==> src/rtl/csi_2_tx_packetizer_if.sv <==
// Handshake bundle for the CSI-2 TX packetizer: packet request, payload byte stream and framed byte output.
interface csi_2_tx_packetizer_if;
  logic        req_valid_i;
  logic        req_ready_o;
  logic [1:0]  req_vc_i;
  logic [5:0]  req_dt_i;
  logic [15:0] req_wc_i;
  logic [7:0]  in_data_i;
  logic        in_valid_i;
  logic        in_last_i;
  logic        in_ready_o;
  logic [7:0]  tx_data_o;
  logic        tx_valid_o;
  logic        tx_sop_o;
  logic        tx_eop_o;
  logic        tx_ready_i;

  modport slave (
    input  req_valid_i, req_vc_i, req_dt_i, req_wc_i, in_data_i, in_valid_i, in_last_i, tx_ready_i,
    output req_ready_o, in_ready_o, tx_data_o, tx_valid_o, tx_sop_o, tx_eop_o
  );

  modport master (
    output req_valid_i, req_vc_i, req_dt_i, req_wc_i, in_data_i, in_valid_i, in_last_i, tx_ready_i,
    input  req_ready_o, in_ready_o, tx_data_o, tx_valid_o, tx_sop_o, tx_eop_o
  );
endinterface

==> src/rtl/csi_2_tx_packetizer.sv <==
// Byte-serial CSI-2 packet builder: sync, 4-byte header, payload and CRC-16 behind one output register.
//  state     | meaning
//  S_IDLE    | output empty, waiting for a request
//  S_SYNC    | sync byte held in the output register
//  S_HDR     | header byte r_hdr_idx (DI, WC lo, WC hi, ECC) held in the output register
//  S_PAYLOAD | streaming payload (or zero padding) until r_rem reaches 0
//  S_CRC_LO  | crc[7:0] held in the output register
//  S_CRC_HI  | crc[15:8] held with eop
module csi_2_tx_packetizer #(
  parameter logic [7:0]  SYNC_BYTE    = 8'hB8,
  parameter logic [15:0] CRC_INIT     = 16'hFFFF,
  parameter logic [5:0]  SHORT_DT_MAX = 6'h0F
) (
  input  logic                        clk_i,
  input  logic                        rst_i,
  csi_2_tx_packetizer_if.slave        bus,
  output logic                        busy_o,
  output logic                        len_err_o
);
  typedef enum logic [2:0] {S_IDLE, S_SYNC, S_HDR, S_PAYLOAD, S_CRC_LO, S_CRC_HI} state_t;

  state_t      r_state, w_state_nx;
  logic [1:0]  r_vc, w_vc_nx;
  logic [5:0]  r_dt, w_dt_nx;
  logic [15:0] r_wc, w_wc_nx;
  logic [15:0] r_crc, w_crc_nx;
  logic [15:0] r_rem, w_rem_nx;
  logic        r_pad, w_pad_nx;
  logic [1:0]  r_hdr_idx, w_hdr_idx_nx;
  logic [7:0]  r_tx_data, w_tx_data_nx;
  logic        r_tx_valid, w_tx_valid_nx;
  logic        r_tx_sop, w_tx_sop_nx;
  logic        r_tx_eop, w_tx_eop_nx;
  logic        r_len_err, w_len_err_nx;

  logic        w_adv;
  logic        w_in_ready;
  logic        w_short;
  logic [7:0]  w_di;
  logic [7:0]  w_ecc;
  logic [7:0]  w_pay_byte;
  logic [15:0] w_crc_upd;

  // CRC-16 CCITT, poly 0x1021, MSB-first
  function automatic logic [15:0] f_crc16(input logic [7:0] i_byte, input logic [15:0] i_crc);
    logic [15:0] v_c;
    v_c = i_crc ^ {i_byte, 8'h00};
    for (int k = 0; k < 8; k++) begin
      v_c = v_c[15] ? ({v_c[14:0], 1'b0} ^ 16'h1021) : {v_c[14:0], 1'b0};
    end
    return v_c;
  endfunction

  assign w_adv      = !r_tx_valid | bus.tx_ready_i;
  assign w_in_ready = (r_state == S_PAYLOAD) & w_adv & (r_rem != 16'd0) & !r_pad;
  assign w_short    = (r_dt <= SHORT_DT_MAX);
  assign w_di       = {r_vc, r_dt};
  assign w_ecc      = w_di ^ r_wc[7:0] ^ r_wc[15:8];
  assign w_pay_byte = r_pad ? 8'h00 : bus.in_data_i;
  assign w_crc_upd  = f_crc16(w_pay_byte, r_crc);

  assign bus.req_ready_o = (r_state == S_IDLE);
  assign bus.in_ready_o  = w_in_ready;
  assign bus.tx_data_o   = r_tx_data;
  assign bus.tx_valid_o  = r_tx_valid;
  assign bus.tx_sop_o    = r_tx_sop;
  assign bus.tx_eop_o    = r_tx_eop;
  assign busy_o          = (r_state != S_IDLE);
  assign len_err_o       = r_len_err;

  always_comb begin
    w_state_nx    = r_state;
    w_vc_nx       = r_vc;
    w_dt_nx       = r_dt;
    w_wc_nx       = r_wc;
    w_crc_nx      = r_crc;
    w_rem_nx      = r_rem;
    w_pad_nx      = r_pad;
    w_hdr_idx_nx  = r_hdr_idx;
    w_tx_data_nx  = r_tx_data;
    w_tx_valid_nx = r_tx_valid;
    w_tx_sop_nx   = r_tx_sop;
    w_tx_eop_nx   = r_tx_eop;
    w_len_err_nx  = 1'b0;
    case (r_state)
      S_IDLE: begin
        if (bus.req_valid_i) begin
          w_vc_nx       = bus.req_vc_i;
          w_dt_nx       = bus.req_dt_i;
          w_wc_nx       = bus.req_wc_i;
          w_crc_nx      = CRC_INIT;
          w_pad_nx      = 1'b0;
          w_tx_data_nx  = SYNC_BYTE;
          w_tx_valid_nx = 1'b1;
          w_tx_sop_nx   = 1'b1;
          w_tx_eop_nx   = 1'b0;
          w_state_nx    = S_SYNC;
        end
      end
      S_SYNC: begin
        if (w_adv) begin
          w_tx_data_nx = w_di;
          w_tx_sop_nx  = 1'b0;
          w_hdr_idx_nx = 2'd0;
          w_state_nx   = S_HDR;
        end
      end
      S_HDR: begin
        if (w_adv) begin
          w_hdr_idx_nx = r_hdr_idx + 2'd1;
          case (r_hdr_idx)
            2'd0: w_tx_data_nx = r_wc[7:0];
            2'd1: w_tx_data_nx = r_wc[15:8];
            2'd2: begin
              w_tx_data_nx = w_ecc;
              w_tx_eop_nx  = w_short;
            end
            default: begin
              w_tx_eop_nx = 1'b0;
              if (w_short) begin
                w_tx_valid_nx = 1'b0;
                w_state_nx    = S_IDLE;
              end else if (r_wc == 16'd0) begin
                // empty long packet still carries the seed as its CRC
                w_tx_data_nx = r_crc[7:0];
                w_state_nx   = S_CRC_LO;
              end else begin
                w_tx_valid_nx = 1'b0;
                w_rem_nx      = r_wc;
                w_state_nx    = S_PAYLOAD;
              end
            end
          endcase
        end
      end
      S_PAYLOAD: begin
        if (w_adv) begin
          if (r_rem == 16'd0) begin
            w_tx_data_nx  = r_crc[7:0];
            w_tx_valid_nx = 1'b1;
            w_state_nx    = S_CRC_LO;
          end else if (r_pad || bus.in_valid_i) begin
            w_tx_data_nx  = w_pay_byte;
            w_tx_valid_nx = 1'b1;
            w_crc_nx      = w_crc_upd;
            w_rem_nx      = r_rem - 16'd1;
            if (!r_pad && bus.in_last_i && r_rem > 16'd1) begin
              w_pad_nx     = 1'b1;
              w_len_err_nx = 1'b1;
            end
            if (!r_pad && !bus.in_last_i && r_rem == 16'd1) begin
              w_len_err_nx = 1'b1;
            end
          end else begin
            w_tx_valid_nx = 1'b0;
          end
        end
      end
      S_CRC_LO: begin
        if (w_adv) begin
          w_tx_data_nx = r_crc[15:8];
          w_tx_eop_nx  = 1'b1;
          w_state_nx   = S_CRC_HI;
        end
      end
      S_CRC_HI: begin
        if (w_adv) begin
          w_tx_valid_nx = 1'b0;
          w_tx_eop_nx   = 1'b0;
          w_state_nx    = S_IDLE;
        end
      end
      default: w_state_nx = S_IDLE;
    endcase
  end

  always_ff @(posedge clk_i) begin
    if (rst_i) begin
      r_state    <= S_IDLE;
      r_vc       <= 2'd0;
      r_dt       <= 6'd0;
      r_wc       <= 16'd0;
      r_crc      <= 16'd0;
      r_rem      <= 16'd0;
      r_pad      <= 1'b0;
      r_hdr_idx  <= 2'd0;
      r_tx_data  <= 8'd0;
      r_tx_valid <= 1'b0;
      r_tx_sop   <= 1'b0;
      r_tx_eop   <= 1'b0;
      r_len_err  <= 1'b0;
    end else begin
      r_state    <= w_state_nx;
      r_vc       <= w_vc_nx;
      r_dt       <= w_dt_nx;
      r_wc       <= w_wc_nx;
      r_crc      <= w_crc_nx;
      r_rem      <= w_rem_nx;
      r_pad      <= w_pad_nx;
      r_hdr_idx  <= w_hdr_idx_nx;
      r_tx_data  <= w_tx_data_nx;
      r_tx_valid <= w_tx_valid_nx;
      r_tx_sop   <= w_tx_sop_nx;
      r_tx_eop   <= w_tx_eop_nx;
      r_len_err  <= w_len_err_nx;
    end
  end
endmodule

==> src/flat_wrapper.sv <==
// flat-port wrapper written by rule: the top's interface ports become plain ports
module csi_2_tx_packetizer_flat 
#(
  parameter logic [7:0]  SYNC_BYTE    = 8'hB8,
  parameter logic [15:0] CRC_INIT     = 16'hFFFF,
  parameter logic [5:0]  SHORT_DT_MAX = 6'h0F
)
  (clk_i, rst_i, busy_o, len_err_o, bus_req_valid_i, bus_req_vc_i, bus_req_dt_i, bus_req_wc_i, bus_in_data_i, bus_in_valid_i, bus_in_last_i, bus_tx_ready_i, bus_req_ready_o, bus_in_ready_o, bus_tx_data_o, bus_tx_valid_o, bus_tx_sop_o, bus_tx_eop_o);
  csi_2_tx_packetizer_if bus_i ();
  input  logic clk_i;
  input  logic rst_i;
  output logic busy_o;
  output logic len_err_o;
  input wire logic [$bits(bus_i.req_valid_i)-1:0] bus_req_valid_i;
  input wire logic [$bits(bus_i.req_vc_i)-1:0] bus_req_vc_i;
  input wire logic [$bits(bus_i.req_dt_i)-1:0] bus_req_dt_i;
  input wire logic [$bits(bus_i.req_wc_i)-1:0] bus_req_wc_i;
  input wire logic [$bits(bus_i.in_data_i)-1:0] bus_in_data_i;
  input wire logic [$bits(bus_i.in_valid_i)-1:0] bus_in_valid_i;
  input wire logic [$bits(bus_i.in_last_i)-1:0] bus_in_last_i;
  input wire logic [$bits(bus_i.tx_ready_i)-1:0] bus_tx_ready_i;
  output wire logic [$bits(bus_i.req_ready_o)-1:0] bus_req_ready_o;
  output wire logic [$bits(bus_i.in_ready_o)-1:0] bus_in_ready_o;
  output wire logic [$bits(bus_i.tx_data_o)-1:0] bus_tx_data_o;
  output wire logic [$bits(bus_i.tx_valid_o)-1:0] bus_tx_valid_o;
  output wire logic [$bits(bus_i.tx_sop_o)-1:0] bus_tx_sop_o;
  output wire logic [$bits(bus_i.tx_eop_o)-1:0] bus_tx_eop_o;
  assign bus_i.req_valid_i = bus_req_valid_i;
  assign bus_i.req_vc_i = bus_req_vc_i;
  assign bus_i.req_dt_i = bus_req_dt_i;
  assign bus_i.req_wc_i = bus_req_wc_i;
  assign bus_i.in_data_i = bus_in_data_i;
  assign bus_i.in_valid_i = bus_in_valid_i;
  assign bus_i.in_last_i = bus_in_last_i;
  assign bus_i.tx_ready_i = bus_tx_ready_i;
  assign bus_req_ready_o = bus_i.req_ready_o;
  assign bus_in_ready_o = bus_i.in_ready_o;
  assign bus_tx_data_o = bus_i.tx_data_o;
  assign bus_tx_valid_o = bus_i.tx_valid_o;
  assign bus_tx_sop_o = bus_i.tx_sop_o;
  assign bus_tx_eop_o = bus_i.tx_eop_o;
  csi_2_tx_packetizer #(.SYNC_BYTE(SYNC_BYTE), .CRC_INIT(CRC_INIT), .SHORT_DT_MAX(SHORT_DT_MAX)) u_core (.clk_i(clk_i), .rst_i(rst_i), .bus(bus_i), .busy_o(busy_o), .len_err_o(len_err_o));
endmodule
==> config.mk <==
export PLATFORM = sky130hd
export DESIGN_NAME = csi_2_tx_packetizer_flat
export DESIGN_NICKNAME = d
export VERILOG_FILES = /design/src/rtl/csi_2_tx_packetizer_if.sv /design/src/rtl/csi_2_tx_packetizer.sv /design/src/flat_wrapper.sv
export SDC_FILE = /design/constraint.sdc
export NUM_CORES = 1
export LEC_CHECK = 0
export CORE_UTILIZATION = 55
export CTS_BUF_LIST = sky130_fd_sc_hd__clkbuf_4
export CTS_CLUSTER_SIZE = 10
export DETAILED_ROUTE_END_ITERATION = 8
export GPL_TIMING_DRIVEN = 1
export MAX_ROUTING_LAYER = met4
export PLACE_DENSITY = 0.77
export SLEW_MARGIN = 10
export SYNTH_ARGS = -nofsm -noshare
export SYNTH_HDL_FRONTEND = slang
export SYNTH_SLANG_ARGS = --single-unit
export TNS_END_PERCENT = 1
==> constraint.sdc <==
create_clock -name clk_i -period 2.9 [get_ports clk_i]
set_input_delay 0.58 -clock clk_i [delete_from_list [all_inputs] [get_ports clk_i]]
set_output_delay 0.58 -clock clk_i [all_outputs]
set_load 0.01 [all_outputs]
Word level (Yosys, flattened, before mapping). Index checks and enable logic that the tools add are counted.

Reductions and logical operators: 34. $add $sub $neg: 2. $lt $le $gt $ge: 2. Muxes and demuxes: 70. Bitwise logic cells: 18. Eq/ne operators: 26.

Operators by type and width (number): 2-to-1 mux 16 bit (11); 2-to-1 mux 13 bit (8); 2-to-1 mux 8 bit (10); case mux 16 bit (2 select lines) (2); case mux 8 bit (5 select lines) (1); zero test 16 bit (2); 2-to-1 mux 3 bit (10); inverter 3 bit (8); case mux 8 bit (3 select lines) (1); 2-to-1 mux 1 bit (18); inequality test 2 bit (second input constant) (9); case mux 3 bit (6 select lines) (1); == test 16 x 1 -> 1 bit (second input constant) (1); > comparator 16 x 1 -> 1 bit (second input constant) (1); AND reduction 8 bit (2); nonzero test 16 bit (1); subtractor 16 x 1 -> 16 bit (second input constant) (1); XOR 16 bit (1); XOR 8 bit (2); AND reduction 6 bit (2); inequality test 2 x 1 -> 1 bit (second input constant) (5); AND reduction 9 bit (1); case mux 1 bit (4 select lines) (2); nonzero test 2 bit (4); 32 further kinds (48).

Flip-flop bits (word level): 74. Output and inout bits: 15. Word-level logic and storage cells: 165. Input port bits: 38.

Longest topological paths before layout. Gate-level depths: netlist of run 1.

Word-level depth: 22. Mapped depth: 10. Depth with buffers taken out: 8.

Worst setup path before layout of run 1. OpenSTA, ideal clock, no wires.

Path type: reg-to-output. Start: reg u_core.r_rem[0]. End: out bus_in_ready_o. Path buffers: 1. Slack: 0.565 ns. Data arrival time: 1.755 ns. Stages on the path, launching flop included: 8. Data required time: 2.320 ns. Cells stage by stage: dfxtp_1 -> inv_1 -> ha_1 -> nor3b_1 -> nand4_1 -> clkbuf_1 -> nand2_1 -> nor3_1.

Cells in the longest elaborated chain, start to end: 3.

Ends and longest elaborated chain: start, declared (RTL line csi_2_tx_packetizer.sv:27) `logic [15:0] r_rem, w_rem_nx;`; start signal, assigned (RTL line csi_2_tx_packetizer.sv:198) `r_rem <= w_rem_nx;`; nonzero test 16 bit (RTL line csi_2_tx_packetizer.sv:55) `assign w_in_ready = (r_state == S_PAYLOAD) & w_adv & (r_rem != 16'd0) & !r_pad;`; bitwise AND 1 bit (2 in a row) (RTL line csi_2_tx_packetizer.sv:55); end, declared (RTL line flat_wrapper.sv:23) `output wire logic [$bits(bus_i.in_ready_o)-1:0] bus_in_ready_o;`.

No other way between the ends.

Worst setup path after layout of run 1. Ends and elaborated chain as after synthesis.

==> summary.md, run 1 <==
| Metric | Value |
|---|---|
| Largest buffer count on any clock path | 2 |
| RSZ-0062 raised after global routing | false |
| Critical-path cell list | inv_1, ha_1, nor3b_1, nand4_1, nand2_1, nor3_2, dlygate4sd2_1 |
| Post-route clock period utilization | 94.3% |
| Layout area overhead | 19.2% |
| HPWL after DPL | 9410 µm |
| # setup viols final | 0 |
| Top delay family on crit path | simple AND/OR/NAND/NOR gates |
| Layout cells sized above 1 | 8.16% |
| Synth unique cells | 59 |
| Post-route antenna net violation count | 0 |
| Fin crit period | 2740 ps |
| Area of the mapped netlist | 4410 µm² |
| Drt initial violations | 603 |
| Yosys reg bits | 74 |
| Final hold violation count | 0 |
| Clock network latency to the later pin of the worst-skew pair | 440 ps |
| Hold WC Path Type | reg2reg |
| Synth Area in Compound Gates | 26.4% |
| DIE WIDTH | 91.5 µm |
| Register share of total power | 35.0% |
| # diodes | 0 |
| Relative slew slack | 39.9% |
| Vias | 4517 |
| Slew Limit Fails | 0 |
| Post-CTS Setup Bufs | 0 |
| GR Overflow Total | 0 |
| Bufs and invs on worst path | 2 |
| Initial antenna violation count | 0 |
| Clk sink count | 74 |
| Die area | 8380 µm² |
| Internal | 2490 µW |
| Switching power | 1650 µW |
| Ys flop type | dfxtp_1 |
| Post-Synthesis Cells | 572 |
| WL per Instance | 17.9 µm |
| Synth area leader | dfxtp_1 |
| Setup crit end kind | output pin |
| Synth Area per Inst | 7.71 µm² |
| H-tree lvl count | 3 |
| First-pass GRT wire length | 21000 µm |
| Max-cap violations | 0 |
| Top cells by area, synth | dfxtp_1 34%, a21oi_1 7.3%, nand2_1 6.9% |
| Number of synthesized flops with an enable pin | 0 |
| Sequential area share after synthesis | 33.6% |
| Leakage Power | 0.00185 µW |
| Crit start category | register |
| Net Count, Synth | 616 |
| # port buffers | 52 |
| Via density | 6.21 |
| Seq. cell area | 1480 µm² |
| Async set-reset flop share out of synthesis | 0% |
| CP peak stage delay | 370 ps |
| Multiplexer share of the synthesized area | 2.04% |
| Max Clock Skew | 15.6 ps |
| DRC viols | 0 |
| Final RePlAce weighted congestion | 0.988 |
| Xor and xnor area share after synthesis | 8.17% |
| Fill cell count | 677 |
| Global Route Usage Sum | 32.9% |
| Required @ worst endpoint | 2320 ps |
| CTS Hold Buffers Added | 0 |
| Critical path data arrival time | 2160 ps |
| Total CTS buffers | 9 |
| Area of the multi-input gates | 2730 µm² |
| CTS tree | yes |
| Synth top area share | 33.6% |
| FP Rows | 32 |
| Worst-margin pin slew | 894 ps |
| Setup TNS | 0 ps |
| Vias in the first global route | 4168 |
| Crit-path slowest cell | dfxtp_1 |
| Largest family of logic cells by synthesized area | compound AO/OA/AOI/OAI gates |
| Status | complete, no violations |
| Sw Ratio | 39.8% |
| Final WL | 13000 µm |
| Synth Warn # | 0 |
| Core area | 7730 µm² |
| Total power | 4140 µW |
| Largest net degree at the start of global routing | 34 |
| Ports | 53 |
| VDD IR max | 469 µV |
| PostCTS Resize Cnt | 2 |
| Setup CP Type | reg2out |
| Clk pwr share | 19.9% |
| Comb pwr share | 45.2% |
| Clk root buf | clkbuf_4 |
| Starting Density | 57.0% |
| Drt first pass iters | 6 |
| Crit Path Max Fanout | 4 |
| P per Cell Area | 788 nW/µm² |
| Fmax | 366 MHz |
| Die Span Y | 91.5 µm |
| Clock Pin Slew Worst Setup and Hold Paths | 130 ps |
| Nets | 665 |
| Synth Area in Adders | 1.70% |
| Post-Synth Simple-Gate Area | 23.2% |
## routing by layer
| layer | up-vias | wire, µm | track usage, % |
|---|---|---|---|
| met5 | - | 0 | - |
| met4 | 0 | 510 | 16.1 |
| met3 | 47 | 994 | 4.86 |
| met2 | 219 | 6030 | 52.3 |
| met1 | 2092 | 5500 | 41.0 |
| li1 | 2159 | - | - |
## per-stage QoR
step / setup WS, ps / hold WS, ps / cell area (µm²) / utilization [%] / cells
4_1_cts: 197 / 471 / 5260 / 68.0 / 727
3_5_place_dp: 186 / 453 / 5080 / 65.7 / 712
6_report: 164 / 466 / 5260 / 68.0 / 727
2_1_floorplan: 565 / 457 / 4410 / - / 572
3_3_place_gp: 249 / 444 / 5080 / 65.7 / 712
5_1_grt: 25.7 / 508 / 5260 / 68.0 / 727
## registers in the layout, summed over array words and instances, names as in the netlist
signal,cells
u_core.r_dt,6
u_core.r_wc,16
u_core.bus.tx_eop_o,1
u_core.r_crc,16
u_core.r_hdr_idx,2
u_core.r_pad,1
u_core.len_err_o,1
u_core.bus.tx_valid_o,1
u_core.bus.tx_data_o,8
u_core.r_vc,2
u_core.r_state,3
u_core.r_rem,16
u_core.bus.tx_sop_o,1
## cell usage after synthesis, types with 2 or more instances
library cell and count:
a21o_1 4, a311o_1 3, a211oi_1 11, a311oi_1 8
nand3_1 6, clkinv_1 2, or4_4 2, buf_2 6
nand4_1 5, nand2b_1 6, mux2i_1 9, ha_1 6
a32o_1 3, nor2_1 55, a21oi_1 64, nor4_1 9
or3_1 2, nor3b_1 5, a22oi_1 7, o211ai_1 5
and2_1 4, o21ai_0 37, o31ai_1 4, a221o_1 5
a22o_1 4, nand2_1 81, inv_1 8, and3_1 3
xor2_1 3, a31oi_1 7, o22ai_1 8, clkbuf_1 30
o21a_1 4, nor3_1 15, xor3_1 3, buf_6 2
nor2b_1 12, dfxtp_1 74, xnor2_1 30
## cells in the final DEF (no fill, tap or decap), types with 9 or more instances in the layout
cell,synthesis,layout
xnor2_1,30,30
clkdlybuf4s50_1,0,50
o21ai_0,37,37
nor2_1,55,55
clkbuf_4,0,9
mux2i_1,9,9
nor2b_1,12,12
nand2_1,81,81
nor3_1,15,13
a211oi_1,11,11
dfxtp_1,74,74
buf_4,1,26
a21oi_1,64,63
nor4_1,9,9
## power groups by stage
stage	logic, µW	clock network [µW]	registers, µW
finish	1870	822	1450
global route	2050	856	1470
CTS	1850	817	1440
detailed placement	1840	0	1460
global placement	1820	0	1460
floorplan	1300	0	1400
## cells by family after synthesis
group,count (synthesis)
AO/OA/AOI/OAI,183
XOR/XNOR,36
adder cells (fa/ha/maj),6
buffers and inverters,50
flip-flops,74
multiplexers,9
AND/OR/NAND/NOR,214
## final timing paths
| check | start | to | slack (ps) | cells after the start |
|---|---|---|---|---|
| max | u_core.r_rem[0] | bus_in_ready_o | 160 | 7 |
| min reg2reg | u_core.bus.tx_data_o[0] | u_core.bus.tx_data_o[0] | 470 | 2 |
| min | u_core.bus.tx_data_o[0] | u_core.bus.tx_data_o[0] | 470 | 2 |
| max reg2reg | u_core.r_rem[0] | u_core.r_rem[0] | 270 | 9 |
## area by class of cell
class	count	area share (%)
Sequential cell	74	28.2
Multi-Input combinational cell	448	51.9
Timing Repair Buffer	78	13.5
Clock inverter	6	2.02
Clock buffer	9	1.29
Tap cell	102	2.43
Inverter	10	0.714
## tightest hold or removal path, delay by kind of cell (launching register included)
family          cells  cell delay, ps
flops               1             330
simple gates        1              50
compound gates      1              50
Note: power is estimated with default switching activity, not from simulation.
==> inputs of run 2 (changes only) <==
- PLACE_DENSITY: 0.77 -> 0.79
==> summary.md, run 2 (same netlist as run 1, synthesis figures left out) <==
| Metric | Value |
|---|---|
| Global Route Usage Sum | 33.2% |
| Final hold violation count | 0 |
| Post-route clock period utilization | 94.6% |
| Final core area utilization | 67.1% |
| Required @ worst endpoint | 2320 ps |
| Die Span Y | 91.5 µm |
| WL per Instance | 18.1 µm |
| Drt initial violations | 525 |
| Max Clock Skew | 15.7 ps |
| H-tree lvl count | 3 |
| Highest routed layer | met4 |
| Leakage Power | 0.00182 µW |
| Die area | 8380 µm² |
| Vias | 4511 |
| Relative slew slack | 48.4% |
| Critical path data arrival time | 2160 ps |
| # diodes | 0 |
| Setup CP Type | reg2out |
| Layout cells sized above 1 | 8.16% |
| Clock network latency to the later pin of the worst-skew pair | 430 ps |
| Max-cap violations | 0 |
| Slew Limit Fails | 0 |
| CTS Hold Buffers Added | 0 |
| CTS tree | yes |
| Core area | 7730 µm² |
| Fmax | 364 MHz |
| Post-CTS Setup Bufs | 0 |
| P per Cell Area | 747 nW/µm² |
| Hold WC Path Type | reg2reg |
| Worst-margin pin slew | 768 ps |
| Clk root buf | clkbuf_4 |
| Critical-path cell list | inv_1, ha_1, nor3b_1, nand4_1, nand2_1, nor3_2, dlygate4sd2_1 |
| Initial antenna violation count | 0 |
| GR Overflow Total | 0 |
| M1 WL | 5590 µm |
| FP Rows | 32 |
| Met3 wire length | 1010 µm |
| HPWL after DPL | 9450 µm |
| Vias in the first global route | 4204 |
| Setup TNS | 0 ps |
| DIE WIDTH | 91.5 µm |
| Crit Path Max Fanout | 4 |
| Final WL | 13200 µm |
| Most frequent cells in the layout | 81 x nand2_1, 74 x dfxtp_1, 63 x a21oi_1, 55 x nor2_1, 50 x clkdlybuf4s50_1 |
| VDD IR max | 457 µV |
| Ports | 53 |
| Final RePlAce weighted congestion | 0.969 |
| Post-route antenna net violation count | 0 |
| Flop-to-flop setup slack | 410 ps |
| Most common cell after layout, fill and taps aside | nand2_1 |
| Total CTS buffers | 9 |
| Met2 WL | 6200 µm |
| Status | complete, no violations |
| Final setup margin | 156 ps |
| Via density | 6.20 |
| Starting Density | 57.0% |
| Largest net degree at the start of global routing | 40 |
| Top Registers | u_core.r_crc x16, u_core.r_rem x16, u_core.r_wc x16 |
| Largest buffer count on any clock path | 2 |
| # setup viols final | 0 |
| PostCTS Resize Cnt | 2 |
| Crit-path slowest cell | dfxtp_1 |
| Fin crit period | 2740 ps |
| Setup WS pre-CTS | 257 ps |
| WHS | 472 ps |
| Layout area overhead | 17.6% |
| Clk sink count | 74 |
| First-pass GRT wire length | 21300 µm |
| CP peak stage delay | 430 ps |
| Drt first pass iters | 5 |
| # port buffers | 52 |
| Nets | 664 |
| Clock Pin Slew Worst Setup and Hold Paths | 120 ps |
| Crit start category | register |
| DRC viols | 0 |
| RSZ-0062 raised after global routing | false |
| Setup crit end kind | output pin |
==> run 2: changes by cell type in the layout (fill, tap and decap cells not counted) <==
cell,change
clkinvlp_4,-1
bufinv_16,-3
clkbuf_4,+3
buf_4,-1
clkinv_2,+2
==> run 2: per-layer routing <==
| layer | up-vias | global-route usage, % |
|---|---|---|
| met5 | - | - |
| met2 | 204 | 52.9 |
| li1 | 2156 | - |
| met1 | 2116 | 40.9 |
| met4 | 0 | 13.6 |
| met3 | 35 | 6.87 |
==> run 2: final timing paths <==
kind,from,endpoint,cells past startpoint
setup reg to reg,u_core.r_rem[0],u_core.r_rem[0],9
setup / recovery,u_core.r_rem[0],bus_in_ready_o,7
hold reg to reg,u_core.bus.tx_data_o[0],u_core.bus.tx_data_o[0],2
hold / removal,u_core.bus.tx_data_o[0],u_core.bus.tx_data_o[0],2
==> run 2: critical path: cells and delay by family, from the launching register on <==
kind / cells / cell delay (ps)
adders and majority gates: 1 / 250
and+or+nand+nor: 4 / 640
buffers and inverters: 2 / 420
DFF: 1 / 430
==> run 2: layout make-up <==
type,count,area [µm²]
clock inverters,4,18.8
flip-flops and latches,74,1480
clock buffers,12,90.1
fillers,672,2540
inverters,10,37.5
repair buffers,77,702
multi-input cells,448,2730
well taps,102,128
==> run 2: per-stage QoR <==
| stage | std cells | instance area [µm²] | power [µW] |
|---|---|---|---|
| after floorplan | 572 | 4410 | 2700 |
| after CTS | 727 | 5180 | 3860 |
| after global routing | 727 | 5180 | 4110 |
| after global placement | 711 | 5070 | 3270 |
| after detailed placement | 711 | 5070 | 3310 |
| final | 727 | 5180 | 3870 |
==> run 2: power breakdown <==
group	leakage, µW	switching (µW)	internal, µW
Sequential	0.000607	238	1210
Clock	0.0000685	349	199
Combinational	0.00114	1030	853
Total	0.00182	1610	2260
